$ cat src/rtl/shot_ctl_if.sv
// Shot link bundle between the shot controller and the opponent link:
// the outgoing shot handshake and the returning answer.
interface shot_ctl_if;
    logic       tx_valid;
    logic       tx_ready;
    logic [7:0] tx_data;
    logic       rx_valid;
    logic       rx_hit;

    modport master (output tx_valid, tx_data, input tx_ready, rx_valid, rx_hit);
    modport slave  (input tx_valid, tx_data, output tx_ready, rx_valid, rx_hit);
endinterface

$ cat src/rtl/shot_ctl.sv
// Own-turn shot sequencer: aim on the enemy board, send the shot, await the
// answer with timeout/resend, then record the result in the fired/hit maps.
//
// state    | meaning
// IDLE     | waiting for our turn
// AIM      | accepting clicks on the enemy board
// SEND     | offering the shot on the link
// WAIT_ANS | shot accepted, waiting for the opponent's answer
// RESULT   | one cycle, commit the answer to the maps
// WON      | all ship cells hit, sticky
// ERROR    | retries exhausted, sticky
module shot_ctl #(
    parameter int TIMEOUT_CYCLES = 1_000_000,
    parameter int MAX_RETRY      = 3,
    parameter int WIN_HITS       = 20
) (
    input  logic              clk,
    input  logic              rst,
    input  logic              turn_start,
    input  logic              click,
    input  logic [7:0]        click_pos,
    shot_ctl_if.master        link,
    output logic              shot_done,
    output logic              shot_hit,
    output logic              reject,
    output logic [99:0]       shot_map,
    output logic [99:0]       hit_map,
    output logic [4:0]        hits_cnt,
    output logic              game_won,
    output logic              link_error,
    output logic [2:0]        state_dbg
);

    localparam int TW = (TIMEOUT_CYCLES > 1) ? $clog2(TIMEOUT_CYCLES) : 1;
    localparam int RW = (MAX_RETRY > 0) ? $clog2(MAX_RETRY + 1) : 1;
    localparam logic [TW-1:0] TMO_LAST  = TW'(TIMEOUT_CYCLES - 1);
    localparam logic [RW-1:0] RETRY_MAX = RW'(MAX_RETRY);
    localparam logic [4:0]    HITS_WIN  = 5'(WIN_HITS);

    typedef enum logic [2:0] {
        IDLE     = 3'd0,
        AIM      = 3'd1,
        SEND     = 3'd2,
        WAIT_ANS = 3'd3,
        RESULT   = 3'd4,
        WON      = 3'd5,
        ERROR    = 3'd6
    } state_t;

    state_t      state_q, state_d;
    logic [7:0]  tx_data_q, tx_data_d;
    logic [TW-1:0] tmo_q, tmo_d;
    logic [RW-1:0] retry_q, retry_d;
    logic        rx_hit_q, rx_hit_d;
    logic        shot_hit_q, shot_hit_d;
    logic        reject_q, reject_d;
    logic [99:0] shot_map_q, shot_map_d;
    logic [99:0] hit_map_q, hit_map_d;
    logic [4:0]  hits_q, hits_d;

    // 7-bit cell index, row*10+col tops out at 99 for on-board cells
    function automatic logic [6:0] cell_idx(input logic [7:0] pos);
        return 7'(pos[7:4]) * 7'd10 + 7'(pos[3:0]);
    endfunction

    logic [6:0] click_idx;
    logic [6:0] shot_idx;
    logic       click_ok;

    assign click_idx = cell_idx(click_pos);
    assign shot_idx  = cell_idx(tx_data_q);
    assign click_ok  = (click_pos[7:4] <= 4'd9) && (click_pos[3:0] <= 4'd9)
                       && !shot_map_q[click_idx];

    always_ff @(posedge clk) begin
        if (rst) begin
            state_q    <= IDLE;
            tx_data_q  <= '0;
            tmo_q      <= '0;
            retry_q    <= '0;
            rx_hit_q   <= 1'b0;
            shot_hit_q <= 1'b0;
            reject_q   <= 1'b0;
            shot_map_q <= '0;
            hit_map_q  <= '0;
            hits_q     <= '0;
        end else begin
            state_q    <= state_d;
            tx_data_q  <= tx_data_d;
            tmo_q      <= tmo_d;
            retry_q    <= retry_d;
            rx_hit_q   <= rx_hit_d;
            shot_hit_q <= shot_hit_d;
            reject_q   <= reject_d;
            shot_map_q <= shot_map_d;
            hit_map_q  <= hit_map_d;
            hits_q     <= hits_d;
        end
    end

    always_comb begin
        state_d    = state_q;
        tx_data_d  = tx_data_q;
        tmo_d      = tmo_q;
        retry_d    = retry_q;
        rx_hit_d   = rx_hit_q;
        shot_hit_d = shot_hit_q;
        reject_d   = 1'b0;
        shot_map_d = shot_map_q;
        hit_map_d  = hit_map_q;
        hits_d     = hits_q;
        case (state_q)
            IDLE: if (turn_start) state_d = AIM;
            AIM: begin
                if (click) begin
                    if (click_ok) begin
                        tx_data_d = click_pos;
                        retry_d   = '0;
                        state_d   = SEND;
                    end else begin
                        reject_d = 1'b1;
                    end
                end
            end
            SEND: begin
                if (link.tx_ready) begin
                    tmo_d   = '0;
                    state_d = WAIT_ANS;
                end
            end
            WAIT_ANS: begin
                // an answer arriving on the timeout cycle still counts
                if (link.rx_valid) begin
                    rx_hit_d = link.rx_hit;
                    state_d  = RESULT;
                end else if (tmo_q == TMO_LAST) begin
                    if (retry_q < RETRY_MAX) begin
                        retry_d = retry_q + 1'b1;
                        state_d = SEND;
                    end else begin
                        state_d = ERROR;
                    end
                end else begin
                    tmo_d = tmo_q + 1'b1;
                end
            end
            RESULT: begin
                shot_map_d[shot_idx] = 1'b1;
                shot_hit_d           = rx_hit_q;
                if (rx_hit_q) begin
                    hit_map_d[shot_idx] = 1'b1;
                    hits_d              = hits_q + 5'd1;
                end
                state_d = (hits_d == HITS_WIN) ? WON : IDLE;
            end
            WON:     state_d = WON;
            ERROR:   state_d = ERROR;
            default: state_d = IDLE;
        endcase
    end

    assign link.tx_valid = (state_q == SEND);
    assign link.tx_data  = tx_data_q;
    assign shot_done     = (state_q == RESULT);
    assign shot_hit      = shot_hit_q;
    assign reject        = reject_q;
    assign shot_map      = shot_map_q;
    assign hit_map       = hit_map_q;
    assign hits_cnt      = hits_q;
    assign game_won      = (state_q == WON);
    assign link_error    = (state_q == ERROR);
    assign state_dbg     = state_q;

endmodule

$ cat src/flat_wrapper.sv
// flat-port wrapper written by rule: the top's interface ports become plain ports
module shot_ctl_flat 
#(
    parameter int TIMEOUT_CYCLES = 1_000_000,
    parameter int MAX_RETRY      = 3,
    parameter int WIN_HITS       = 20
)
  (clk, rst, turn_start, click, click_pos, shot_done, shot_hit, reject, shot_map, hit_map, hits_cnt, game_won, link_error, state_dbg, link_tx_valid, link_tx_data, link_tx_ready, link_rx_valid, link_rx_hit);
  shot_ctl_if link_i ();
  input  logic clk;
  input  logic rst;
  input  logic turn_start;
  input  logic click;
  input  logic [7:0] click_pos;
  output logic shot_done;
  output logic shot_hit;
  output logic reject;
  output logic [99:0] shot_map;
  output logic [99:0] hit_map;
  output logic [4:0] hits_cnt;
  output logic game_won;
  output logic link_error;
  output logic [2:0] state_dbg;
  output wire logic [$bits(link_i.tx_valid)-1:0] link_tx_valid;
  output wire logic [$bits(link_i.tx_data)-1:0] link_tx_data;
  input wire logic [$bits(link_i.tx_ready)-1:0] link_tx_ready;
  input wire logic [$bits(link_i.rx_valid)-1:0] link_rx_valid;
  input wire logic [$bits(link_i.rx_hit)-1:0] link_rx_hit;
  assign link_tx_valid = link_i.tx_valid;
  assign link_tx_data = link_i.tx_data;
  assign link_i.tx_ready = link_tx_ready;
  assign link_i.rx_valid = link_rx_valid;
  assign link_i.rx_hit = link_rx_hit;
  shot_ctl #(.TIMEOUT_CYCLES(TIMEOUT_CYCLES), .MAX_RETRY(MAX_RETRY), .WIN_HITS(WIN_HITS)) u_core (.clk(clk), .rst(rst), .turn_start(turn_start), .click(click), .click_pos(click_pos), .link(link_i), .shot_done(shot_done), .shot_hit(shot_hit), .reject(reject), .shot_map(shot_map), .hit_map(hit_map), .hits_cnt(hits_cnt), .game_won(game_won), .link_error(link_error), .state_dbg(state_dbg));
endmodule
$ cat config.mk
export PLATFORM = sky130hd
export DESIGN_NAME = shot_ctl_flat
export DESIGN_NICKNAME = d
export VERILOG_FILES = /design/src/rtl/shot_ctl_if.sv /design/src/rtl/shot_ctl.sv /design/src/flat_wrapper.sv
export SDC_FILE = /design/constraint.sdc
export NUM_CORES = 1
export LEC_CHECK = 0
export ABC_AREA = 1
export BUFFER_PORTS_ARGS = -buffer_cell sky130_fd_sc_hd__buf_2
export CAP_MARGIN = 5
export CORE_ASPECT_RATIO = 1.2
export CORE_MARGIN = 3
export CORE_UTILIZATION = 49
export CTS_CLUSTER_SIZE = 12
export DETAILED_ROUTE_END_ITERATION = 10
export PLACE_DENSITY = 0.73
export SETUP_SLACK_MARGIN = 0.02
export SYNTH_ARGS = -nofsm -noshare
export SYNTH_HDL_FRONTEND = slang
export SYNTH_SLANG_ARGS = --single-unit
$ cat constraint.sdc
create_clock -name clk -period 5.4 [get_ports clk]
set_input_delay 0.27 -clock clk [delete_from_list [all_inputs] [get_ports clk]]
set_output_delay 0.27 -clock clk [all_outputs]
set_load 0.03 [all_outputs]
==> Yosys cells after proc, flatten, opt, wreduce, memory -nomap -nowiden <==
Cells that the tools add are included.
{ "op_classes": {"n_addsub": 5, "mul": 2, "div": 0, "order_cmp": 6, "n_eq_ne": 17, "shifts": 0, "muxes": 26, "bitwise": 4, "reduce_logical": 14} }
{ "ops": {"columns": ["cell", "n"], "rows": [
  ["$or A100 B100 Y100", 2],
  ["$mux W20", 3],
  ["$pmux W20 S2", 1],
  ["$mux W3", 8],
  ["$pmux W3 S7", 1],
  ["$add A20 B1 Y20 const B", 1],
  ["$eq A20 B20 Y1 const B", 1],
  ["$lt A7 B8 Y1 const B", 2],
  ["$add A7 B4 Y7", 2],
  ["$mul A4 B3 Y6 const B", 2],
  ["$mux W2", 5],
  ["$mux W5", 2],
  ["$eq A3 B3 Y1 const B", 3],
  ["$le A4 B4 Y1 const B", 2],
  ["$ne A2 B1 Y1 const B", 4],
  ["$ne A2 B2 Y1 const B", 4],
  ["$bmux W1 S7", 1],
  ["$demux W1 S7", 1],
  ["$ge A7 B1 Y1 const B", 1],
  ["$eq A3 B2 Y1 const B", 2],
  ["$reduce_and A6 Y1", 1],
  ["$add A5 B1 Y5 const B", 1],
  ["$eq A5 B5 Y1 const B", 1],
  ["$reduce_and A5 Y1", 1],
  ["other kinds (15)", 22]
]} }
{ "word_totals": {"ff_bits": 241, "latch_bits": 0, "mem_bits_rw": 0, "rom_bits": 0, "in_bits": 15, "output_inout_bits": 222, "elab_cells": 84, "n_memories": 0} }

==> Longest topological paths before layout <==
{ "depth": {"word_depth": 9, "ltp_mapped": 19, "depth_no_buf": 19} }

==> Worst setup path before layout <==
No wires, ideal clock.
{ "synth_path": {"kind": "reg2reg", "startpoint": "reg u_core.tx_data_q[5], in the netlist u_core.link.tx_data[5]", "endpoint": "reg u_core.shot_map_q[21], in the netlist u_core.shot_map[21]", "setup_time_ns": 0.065, "t_arrival_ns": 2.618, "required_ns": 5.335, "path_slack_ns": 2.717, "path_stages_with_launch": 13, "synth_period_minus_slack_ns": 2.683, "cell_sequence": "dfxtp_1 > ha_1 > ha_1 > inv_1 > fa_1 > nor2_4 > xor2_2 > inv_2 > nor2_8 > nand2_4 > nor2_1 > a21oi_1 > nor2_1"} }
{ "synth_via": {"elab_chain_cells": 7} }
{ "synth_rtl": {"columns": ["item", "line", "source"], "rows": [
  ["from (decl)", "shot_ctl.sv:51", "logic [7:0] tx_data_q, tx_data_d;"],
  ["from (signal assigned)", "shot_ctl.sv:89", "tx_data_q <= tx_data_d;"],
  ["$mul A4 B3 Y6 *", "shot_ctl.sv:63", "return 7'(pos[7:4]) * 7'd10 + 7'(pos[3:0]);"],
  ["$add A7 B4 Y7 *", "shot_ctl.sv:63", null],
  ["$lt A7 B8 Y1 (not written as such) or $ge A7 B1 Y1 (tied branches)", "shot_ctl.sv:148", "shot_map_d[shot_idx] = 1'b1;"],
  ["$logic_and A1 B1 Y1 (not written as such)", "shot_ctl.sv:148", null],
  ["$mux W1 (not written as such)", "shot_ctl.sv:148", null],
  ["$demux W1 S7 *", null, null],
  ["$or A100 B100 Y100 (no line) *", null, null],
  ["to (signal assigned)", "shot_ctl.sv:95", "shot_map_q <= shot_map_d;"],
  ["to (decl)", "shot_ctl.sv:57", "logic [99:0] shot_map_q, shot_map_d;"]
]} }
Mark *: on every way between the ends. The rest lies on a longest branch, timed or not.
A chain may end at the register's enable or synchronous reset.

==> Worst setup path in the final report <==
{ "layout_path": {"startpoint": "in click_pos[1]", "endpoint": "reg u_core.state_q[0], in the netlist u_core.state_dbg[0]"} }
{ "layout_via": {"elab_chain_cells": 7} }
{ "layout_rtl": {"columns": ["item", "line", "source"], "rows": [
  ["from (decl)", "flat_wrapper.sv:14", "input logic [7:0] click_pos;"],
  ["$add A7 B4 Y7", "shot_ctl.sv:63", null],
  ["$bmux W1 S7", "shot_ctl.sv:73", "&& !shot_map_q[click_idx];"],
  ["$mux W1 (not written as such)", "shot_ctl.sv:73", null],
  ["$logic_not A1 Y1", "shot_ctl.sv:73", null],
  ["$logic_and A1 B1 Y1 *", "shot_ctl.sv:73", null],
  ["$ne A2 B1 Y1 (no line) *", null, null],
  ["$reduce_and A5 Y1 (no line) *", null, null],
  ["to (signal assigned)", "shot_ctl.sv:88", "state_q <= state_d;"],
  ["to (decl)", "shot_ctl.sv:50", "state_t state_q, state_d;"]
]} }
Mark *: on every way between the ends. The rest lies on a longest branch, timed or not. The select of a mux whose other input is x is not followed.

==> results.py <==
metrics = {
    "synth": {
        "synth.distinct_cells": 41,
        "synth.top_cell.area_share": 0.439,
        "synth_area_leaders": "dfxtp_1, nand2_1, a21oi_1",
        "synth_ff_type": "dfxtp_1",
        "yosysMostFrequentCell": "nand2_1",
        "synth_edf_count": 0,
        "synthCells": 1547,
        "yosysSeqAreaShare": 0.439,
        "syn-num-nets": 1582,
        "syn_area_per_cell_um2": 7.11,
        "yosys-top-cells-count": "nand2_1, a21oi_1, dfxtp_1",
        "synthArstFlopShare": 0,
        "yosysTopAreaCell": "dfxtp_1",
        "synth_warnings": 0,
        "netlist_area_um2": 11000,
        "synth-seq-cells": 241,
    },
    "critical_path": {
        "arrival_ns": 4.02,
        "critPathMaxStageDelay_ns": 0.81,
        "endpoint_kind": "flop",
        "slowest_stage": "fa_1",
        "rr_worst_depth": 8,
        "crit_chain": "dlygate4sd3_1 -> buf_2 -> ha_1 -> fa_1 -> inv_1 -> nor2_2 -> nand2_1 -> nor2_1 -> nor2_1 -> nand2_1 -> nand3_1 -> nand2_1 -> nand2_2 -> nand2_2 -> nand2_4 -> nand2_2 -> nand2_1 -> nand2_1 -> nor2_2",
        "reg2reg_slack_ns": 2.43,
        "worstSetupPathType": "input port to flop",
        "timing.critical_path.from_type": "input port",
        "path_max_fanout": 8,
        "worstPathRequired_ns": 5.83,
        "r2r_start": "u_core.link.tx_data[4]",
        "cpMostUsedCell": "nand2_1",
        "r2r_end": "u_core.hit_map[55]",
    },
    "detailed_routing": {
        "drt_wl_total_um": 35500,
        "first_pass_iters": 5,
        "via_count": 10800,
        "wl_per_cell_um": 17.5,
        "post_drt_via_cell_ratio": 5.32,
        "route.met2.wl_um": 16900,
        "antenna_left": 0,
        "top_layer_used": "met4",
        "drc": 0,
        "met3_wirelength_um": 2880,
        "first_iter_violations": 763,
        "wl_met1_um": 14000,
    },
    "hold_path": {
        "min_from": "link_rx_hit",
        "hold_class": "input port to flop",
        "hold_end": "u_core.rx_hit_q",
        "hold_depth": 3,
    },
    "cells_and_area": {
        "final_core_util": 0.601,
        "fin_nets": 1781,
        "final_area_um2": 13100,
        "drive_above_1_share": 0.216,
        "num_antenna_cells": 0,
        "area_growth_pct": 19.5,
        "final_cells": 2034,
    },
    "clocking": {
        "cts_buffers": 26,
        "clock_sinks": 241,
        "root_buffer": "clkbuf_16",
        "clk_path_buf_depth": 3,
        "cts_tree": "built",
        "clock_latency_ns": 0.53,
        "cts.clk_slew.worst_paths_ns": 0.06,
        "cts_max_level": 1,
    },
    "sta": {
        "tightest_slew_ns": 1.23,
        "rsz0062_at_grt": "no",
        "fin_crit_sh": 0.663,
        "setup-tns-final_ns": 0,
        "slew_headroom": 0.177,
        "finalWorstSetupSlack_ns": 1.82,
        "slew_violations": 0,
        "skew_ns": 0.00775,
        "max_freq_mhz": 279,
        "hold_viol": 0,
        "fin_crit_ns": 3.58,
        "finalSetupViolCount": 0,
    },
    "grt": {
        "overflow": 0,
        "track_usage": 0.284,
        "grt_pass1_wl_um": 55000,
        "grt_antenna_before_repair": 0,
        "grt_pass1_vias": 10100,
        "grt_max_degree": 134,
    },
    "placed_design": {
        "gp_congestion": 0.986,
        "place_area_um2": 12200,
        "place_ws_ns": 1.81,
        "io_buffers": 236,
        "hpwlAfterDp_um": 24800,
        "dp.cells": 1990,
    },
    "die": {
        "rows": 59,
        "dieArea_um2": 24300,
        "ios": 237,
        "die_h_um": 170,
        "start_util": 0.503,
        "core_um2": 21900,
        "dieWidth_um": 143,
    },
    "status": {
        "outcome": "finished clean",
    },
    "pwr": {
        "p_per_area_nw_per_um2": 326,
        "cellLeakagePower_nw": 5.66,
        "irDropWorstVdd_mv": 0.216,
    },
    "job": {
        "cap_violations": 0,
    },
}
==> state kept, by name, summed over array words and instances, names as in the netlist <==
register             flops
u_core.rx_hit_q          1
u_core.shot_map        100
u_core.state_dbg         3
u_core.tmo_q            20
u_core.hits_cnt          5
u_core.hit_map         100
u_core.retry_q           2
u_core.shot_hit          1
u_core.reject            1
u_core.link.tx_data      8
==> repair_timing <==
| action | in CTS | in global routing |
|---|---|---|
| hold buffers | 2 | 0 |
| buffers inserted | 0 | 0 |
| endpoints found under the hold margin | 2 | 0 |
| resized for setup | 0 | 0 |
==> cell type report <==
| class | count | area, um2 |
|---|---|---|
| Clock buffer | 34 | 691 |
| Clock inverter | 8 | 176 |
| Fill cell | 2032 | 8710 |
| Inverter | 193 | 727 |
| Multi-Input combinational cell | 1036 | 5090 |
| Sequential cell | 241 | 4820 |
| Tap cell | 274 | 343 |
| Timing Repair Buffer | 248 | 1280 |
==> worst max-delay path: cells and delay by family <==
family	cells	cell delay, ns
fa+ha+maj	2	1.06
buf+inv	3	1.06
simple gates	14	1.61
==> stage by stage <==
stage                     total power [W]  hold WS (ns)
after floorplan                   0.00230         0.415
after global placement            0.00246         0.433
after detailed placement          0.00246         0.437
after CTS                         0.00430       0.00878
after global routing              0.00443        0.0179
final                             0.00429        0.0178
==> how the worst max path moves through the flow <==
stage	slack (ns)	start	endpoint
global route	1.61	click_pos[1]	u_core.state_dbg[0]
finish	1.82	click_pos[1]	u_core.state_dbg[0]
floorplan	2.72	u_core.link.tx_data[5]	u_core.shot_map[21]
CTS	1.80	click_pos[1]	u_core.state_dbg[0]
detailed placement	1.81	click_pos[1]	u_core.state_dbg[0]
global placement	1.91	click_pos[1]	u_core.state_dbg[1]
==> power breakdown <==
part	total (W)	switching, W	internal [W]
clock	0.00185	0.000721	0.00113
combinational	0.000597	0.000447	0.000150
sequential	0.00184	0.0000321	0.00180
==> placed cells by master, fill, tap and decap left out, types with 5 or more instances in the layout <==
master and instances:
xor2_1 12, inv_2 8, nand2_4 9, buf_4 10, ha_1 16, a21oi_1 245, inv_1 183, nor3_1 17
buf_2 235, o211ai_1 8, o21ai_0 20, nor2_1 174, nand3_1 83, clkbuf_1 7, nand4_1 16, clkbuf_16 26
dfxtp_1 241, nor2_2 58, nand2_2 8, bufinv_16 5, nand2_1 334
==> cells by family after synthesis <==
kind of cell | share of synthesized area
simple gates | 0.289
flops | 0.439
buf+inv | 0.0988
xor+xnor | 0.0141
compound gates | 0.134
fa+ha+maj | 0.0255
==> routing by layer <==
layer | vias up | track usage
li1 | 5292 | -
met1 | 4968 | 0.354
met2 | 458 | 0.478
met3 | 107 | 0.0540
met4 | 0 | 0.124
met5 | - | 0
No activity file was read; power rests on OpenSTA's default activity.
